`src/rtl/ps2_kbd_fifo.sv`:
```
// ps2_kbd_fifo
//   Keyboard-side responder for the MIO bus keyboard port. It receives PS/2
//   device-to-host frames, buffers the scancodes in a FIFO and presents the
//   FIFO head to the bus decoder. Each CPU read strobe pops one entry.
//
// Ports
//   clk           in   system clock
//   rst           in   asynchronous reset, active-high
//   ps2_clk       in   PS/2 clock pin (asynchronous)
//   ps2_data      in   PS/2 data pin (asynchronous)
//   keyboard_rdn  in   read strobe from bus decoder, active-low
//   keyboard_data out  FIFO head scancode, 8'h00 when empty
//   kbd_ready     out  FIFO not empty
//   kbd_overflow  out  sticky: a byte was dropped because the FIFO was full
//   frame_err     out  one-cycle pulse per rejected frame
//
// Configuration
//   PS2_PARITY_CHECK_EN  when defined, frames whose data+parity bits are not
//                        odd are rejected at the stop bit.

module ps2_kbd_fifo #(
    parameter int FIFO_DEPTH  = 16,
    parameter int TIMEOUT_CYC = 20000
) (
    input  logic       clk,
    input  logic       rst,
    input  logic       ps2_clk,
    input  logic       ps2_data,
    input  logic       keyboard_rdn,
    output logic [7:0] keyboard_data,
    output logic       kbd_ready,
    output logic       kbd_overflow,
    output logic       frame_err
);
    localparam int AW = $clog2(FIFO_DEPTH);
    localparam int CW = AW + 1;
    localparam int TW = $clog2(TIMEOUT_CYC + 1);

    localparam logic [1:0] S_IDLE   = 2'd0;
    localparam logic [1:0] S_DATA   = 2'd1;
    localparam logic [1:0] S_PARITY = 2'd2;
    localparam logic [1:0] S_STOP   = 2'd3;

    // Input synchronisers; the chain idles high like the PS/2 bus.
    logic ps2c_meta_q, ps2c_sync_q, ps2c_prev_q;
    logic ps2d_meta_q, ps2d_sync_q;

    always_ff @(posedge clk or posedge rst) begin
        if (rst) begin
            ps2c_meta_q <= 1'b1;
            ps2c_sync_q <= 1'b1;
            ps2c_prev_q <= 1'b1;
            ps2d_meta_q <= 1'b1;
            ps2d_sync_q <= 1'b1;
        end else begin
            ps2c_meta_q <= ps2_clk;
            ps2c_sync_q <= ps2c_meta_q;
            ps2c_prev_q <= ps2c_sync_q;
            ps2d_meta_q <= ps2_data;
            ps2d_sync_q <= ps2d_meta_q;
        end
    end

    logic fall, sample;
    assign fall   = ps2c_prev_q & ~ps2c_sync_q;
    assign sample = ps2d_sync_q;

    // RX FSM
    logic [1:0]    state_q, state_d;
    logic [2:0]    bitcnt_q, bitcnt_d;
    logic [7:0]    shift_q, shift_d;
    logic [TW-1:0] tmo_q, tmo_d;
    logic          push_pend_q, push_pend_d;
    logic          ferr_q, ferr_d;
    logic          par_ok;

`ifdef PS2_PARITY_CHECK_EN
    logic par_q;
    always_ff @(posedge clk or posedge rst) begin
        if (rst)                              par_q <= 1'b0;
        else if (fall && state_q == S_PARITY) par_q <= sample;
    end
    // Odd parity across data and parity bit.
    assign par_ok = ^{shift_q, par_q};
`else
    assign par_ok = 1'b1;
`endif

    always_comb begin
        state_d     = state_q;
        bitcnt_d    = bitcnt_q;
        shift_d     = shift_q;
        tmo_d       = tmo_q;
        push_pend_d = 1'b0;
        ferr_d      = 1'b0;
        if (fall) begin
            tmo_d = '0;
            case (state_q)
                S_IDLE: begin
                    // A high sample here is a glitch, not a start bit.
                    if (!sample) begin
                        state_d  = S_DATA;
                        bitcnt_d = 3'd0;
                    end
                end
                S_DATA: begin
                    shift_d  = {sample, shift_q[7:1]};
                    bitcnt_d = bitcnt_q + 3'd1;
                    if (bitcnt_q == 3'd7) state_d = S_PARITY;
                end
                S_PARITY: state_d = S_STOP;
                default: begin
                    if (sample && par_ok) push_pend_d = 1'b1;
                    else                  ferr_d      = 1'b1;
                    state_d = S_IDLE;
                end
            endcase
        end else if (state_q != S_IDLE) begin
            if (tmo_q == TW'(TIMEOUT_CYC - 1)) begin
                state_d = S_IDLE;
                tmo_d   = '0;
                ferr_d  = 1'b1;
            end else begin
                tmo_d = tmo_q + TW'(1);
            end
        end
    end

    always_ff @(posedge clk or posedge rst) begin
        if (rst) begin
            state_q     <= S_IDLE;
            bitcnt_q    <= 3'd0;
            shift_q     <= 8'h00;
            tmo_q       <= '0;
            push_pend_q <= 1'b0;
            ferr_q      <= 1'b0;
        end else begin
            state_q     <= state_d;
            bitcnt_q    <= bitcnt_d;
            shift_q     <= shift_d;
            tmo_q       <= tmo_d;
            push_pend_q <= push_pend_d;
            ferr_q      <= ferr_d;
        end
    end

    assign frame_err = ferr_q;

    // FIFO. shift_q stays stable after STOP until the next frame's data bits,
    // so the delayed push still sees the completed byte.
    logic [7:0]    mem_q [FIFO_DEPTH];
    logic [AW-1:0] wr_ptr_q, rd_ptr_q;
    logic [CW-1:0] count_q;
    logic          ovf_q;
    logic          rdn_prev_q;
    logic          empty, full, pop_req, do_push, do_pop;

    assign empty   = (count_q == '0);
    assign full    = (count_q == CW'(FIFO_DEPTH));
    assign pop_req = rdn_prev_q & ~keyboard_rdn;
    assign do_push = push_pend_q & ~full;
    assign do_pop  = pop_req & ~empty;

    always_ff @(posedge clk or posedge rst) begin
        if (rst) begin
            // Reset low so a strobe already low when reset releases does not pop.
            rdn_prev_q <= 1'b0;
            wr_ptr_q   <= '0;
            rd_ptr_q   <= '0;
            count_q    <= '0;
            ovf_q      <= 1'b0;
        end else begin
            rdn_prev_q <= keyboard_rdn;
            if (do_push) wr_ptr_q <= wr_ptr_q + AW'(1);
            if (do_pop)  rd_ptr_q <= rd_ptr_q + AW'(1);
            count_q <= count_q + CW'(do_push) - CW'(do_pop);
            // A drop in the same cycle as a pop still leaves the flag set.
            if (push_pend_q && full) ovf_q <= 1'b1;
            else if (do_pop)         ovf_q <= 1'b0;
        end
    end

    always_ff @(posedge clk) begin
        if (do_push) mem_q[wr_ptr_q] <= shift_q;
    end

    assign keyboard_data = empty ? 8'h00 : mem_q[rd_ptr_q];
    assign kbd_ready     = ~empty;
    assign kbd_overflow  = ovf_q;

endmodule

```
`config.mk`:
```
export PLATFORM = sky130hd
export DESIGN_NAME = ps2_kbd_fifo
export DESIGN_NICKNAME = d
export VERILOG_FILES = /design/src/rtl/ps2_kbd_fifo.sv
export SDC_FILE = /design/constraint.sdc
export NUM_CORES = 1
export LEC_CHECK = 0
export ABC_AREA = 1
export CAP_MARGIN = 40
export CORE_MARGIN = 10
export CORE_UTILIZATION = 25
export DETAILED_ROUTE_END_ITERATION = 6
export SLEW_MARGIN = 20
export SYNTH_ARGS = -nofsm -noshare
export SYNTH_HDL_FRONTEND = slang
export SYNTH_SLANG_ARGS = --single-unit
```
`constraint.sdc`:
```
create_clock -name clk -period 2.35 [get_ports clk]
set_input_delay 0.47 -clock clk [delete_from_list [all_inputs] [get_ports clk]]
set_output_delay 0.47 -clock clk [all_outputs]
set_load 0.02 [all_outputs]
```
==> out/qor.yml <==
critPathKind: "reg -> out"
crit_path_max_fanout: 8
cts_inserted_buffers: 17
drv_cap: 0
p_int_uw: 6910
grt_pass1_vias: 5054
root_buffer: "clkbuf_16"
layout_commonest_cell: "nand2_1"
ir_worst_vdd_v: 0.000453
rsz0062_at_grt: "yes"
relSlewSlack_pct: 49.5
synth_warnings: 0
synth_top_area_share_pct: 49.2
finalSetupTns_ns: 0
ys.flop_type: "edfxtp_1"
hold_path_class: "reg -> reg"
drc: 0
setup_violations: 0
highest_layer: "met4"
dp_hpwl_um: 10800
hold_violations: 0
synth_area_sq_um: 7810
crit_required_ns: 1.88
synth_nets: 760
synth-seq-area-share_pct: 65.3
met3WireLength_um: 891
switchingPower_uw: 4170
grt_usage_pct: 8.78
routed_wl_um: 17400
die_w_um: 197
cts.htree.levels: 4
syn2layout_area_growth_pct: 25.7
place_congestion: 0.795
cts_hold_buf: 0
vias_per_cell: 4.31
worst_slew_pin_slew_ns: 0.757
worstSkewPairLatency_ns: 0.43
antenna_found_initial: 0
antenna_left: 0
grt_pass1_wl_um: 26800
async_reset_ff_share_pct: 28.1
netSwitchingFraction_pct: 37.6
min_period_ns: 2.34
pwr-share-comb_pct: 40.0
ys_types: 33
synth_cells: 736
wl_met2_um: 8310
grt-ovfl-total: 0
wl_per_cell_um: 14.3
ys_ff_latch: 178
r2r_start: "count_q[3]"
io_buffers: 15
max_freq_ghz: 0.427
drtPass1Iterations: 4
clk_pin_slew_ns: 0.07
synth_edf_count: 128
drive_above_1_share_pct: 23.6
p_seq_share_pct: 35.3
mostFrequentLayoutCells: "nand2_1 (244), edfxtp_1 (128), nor2_1 (44)"
p_clk_share_pct: 24.7
core_region_area_sq_um: 30700
fp-row-count: 64
drv_slew: 0
skew_ns: 0.0105
fin_nets: 830
worstHoldStart: "ps2d_meta_q"
ys_top_cells_by_area: "edfxtp_1 (49%), dfrtp_1 (14%), nand2_1 (12%)"
status: "completed"
worstPathArrival_ns: 1.87
syn_area_per_cell_sq_um: 10.6
worstSetupStartpointType: "flip-flop"
startpoint: "rd_ptr_q[1]"
die_height_um: 197
power_density_nw_per_um2: 1130
grt_max_degree: 51
design.die.area_sq_um: 38700
worstSetupEndpointType: "primary output"
drt_iter0_drc: 400
yosys.area.top_type: "edfxtp_1"
clkSinkCount: 178
cts_tree: "built"
clockBufferDepth: 2
drt-met1-wl_um: 7970
period_share_pct: 99.5
diodes: 0
whs_ns: 0.357
start_util_pct: 25.5
vias: 5231
leakage_uw: 0.00394
ioPinCount: 16
cell families (layout without fill, tap and decap cells):
family | count (synthesis) | after routing | synth area share [%]
flops | 178 | 178 | 65.3
compound gates | 61 | 61 | 4.07
simple gates | 394 | 394 | 21.5
xor+xnor | 14 | 14 | 1.57
fa+ha+maj | 19 | 19 | 3.14
buf+inv | 70 | 153 | 4.37
registers in the layout (all words and copies together) (netlist names):
name,count
bitcnt_q,3
rdn_prev_q,1
ps2c_meta_q,1
frame_err,1
state_q,2
wr_ptr_q,4
ps2d_meta_q,1
push_pend_q,1
ps2c_sync_q,1
count_q,5
mem_q,128
rd_ptr_q,4
ps2d_sync_q,1
shift_q,8
kbd_overflow,1
ps2c_prev_q,1
tmo_q,15
synth_stat cells (6+ instances only):
cell type  instances
xor2_1            13
ha_1              18
nor3_1            12
nand2_1          251
inv_1             38
inv_2              6
dfrtp_1           45
a21oi_1           40
nand3b_1           9
buf_4             13
nand3_1           47
edfxtp_1         128
nor2_1            57
o21ai_0           15
power by group through the flow:
stage	registers, uW	clock network (uW)	logic (uW)
detailed placement	3950	0	3320
global placement	3940	0	3300
finish	3910	2740	4430
global route	3940	2930	4820
floorplan	3820	0	2230
CTS	3900	2810	3840
cell type report:
cell class | count | area [sq um]
repair inverters | 1 | 7.51
clock buffers | 17 | 425
well taps | 396 | 495
clock inverters | 15 | 145
fillers | 3052 | 20900
multi-input cells | 488 | 2680
inverters | 47 | 191
flip-flops and latches | 178 | 5100
repair buffers | 73 | 769
metal layers:
metal | track usage, % | vias to the layer above
met5 | 0 | -
met4 | 2.95 | 0
met3 | 2.29 | 22
met2 | 13.9 | 96
met1 | 11.4 | 2525
li1 | - | 2588
worst max-delay path: stages (launching register included):
cell	delay [ns]
dfrtp_2	0.45
buf_4	0.17
inv_8	0.07
buf_4	0.10
nand2_1	0.06
a21oi_2	0.11
nor2_2	0.07
nor3_2	0.19
nor2_2	0.08
buf_6	0.13
through the flow:
step                std cells  setup slack [ns]  total power [uW]  cell area, sq um  utilization, %
floorplan                 736           -0.0133              6060              7820               -
global placement         1161            -0.111              7240              8640            28.2
detailed placement       1161            -0.138              7270              8640            28.2
CTS                      1202           -0.0334             10500              9480            30.9
global route             1215           -0.0863             11700              9810            32.0
finish                   1215            0.0107             11100              9810            32.0
repair_timing:
action | in CTS | in global routing
pin swaps | 9 | 24
setup endpoints to repair | 9 | 10
buffers inserted | 7 | 12
gates cloned | 2 | 3
resized for setup | 91 | 53
path summary, 6_finish.rpt:
kind	to	cells after the start	slack (ns)
setup / recovery	keyboard_data[7]	9	0.01
hold / removal	ps2d_sync_q	0	0.36
setup reg to reg	count_q[4]	13	0.09
hold reg to reg	ps2d_sync_q	0	0.36
max in group asynchronous	ps2c_sync_q	3	1.68
min in group asynchronous	push_pend_q	3	0.38
No activity file was read; power rests on OpenSTA's default activity.
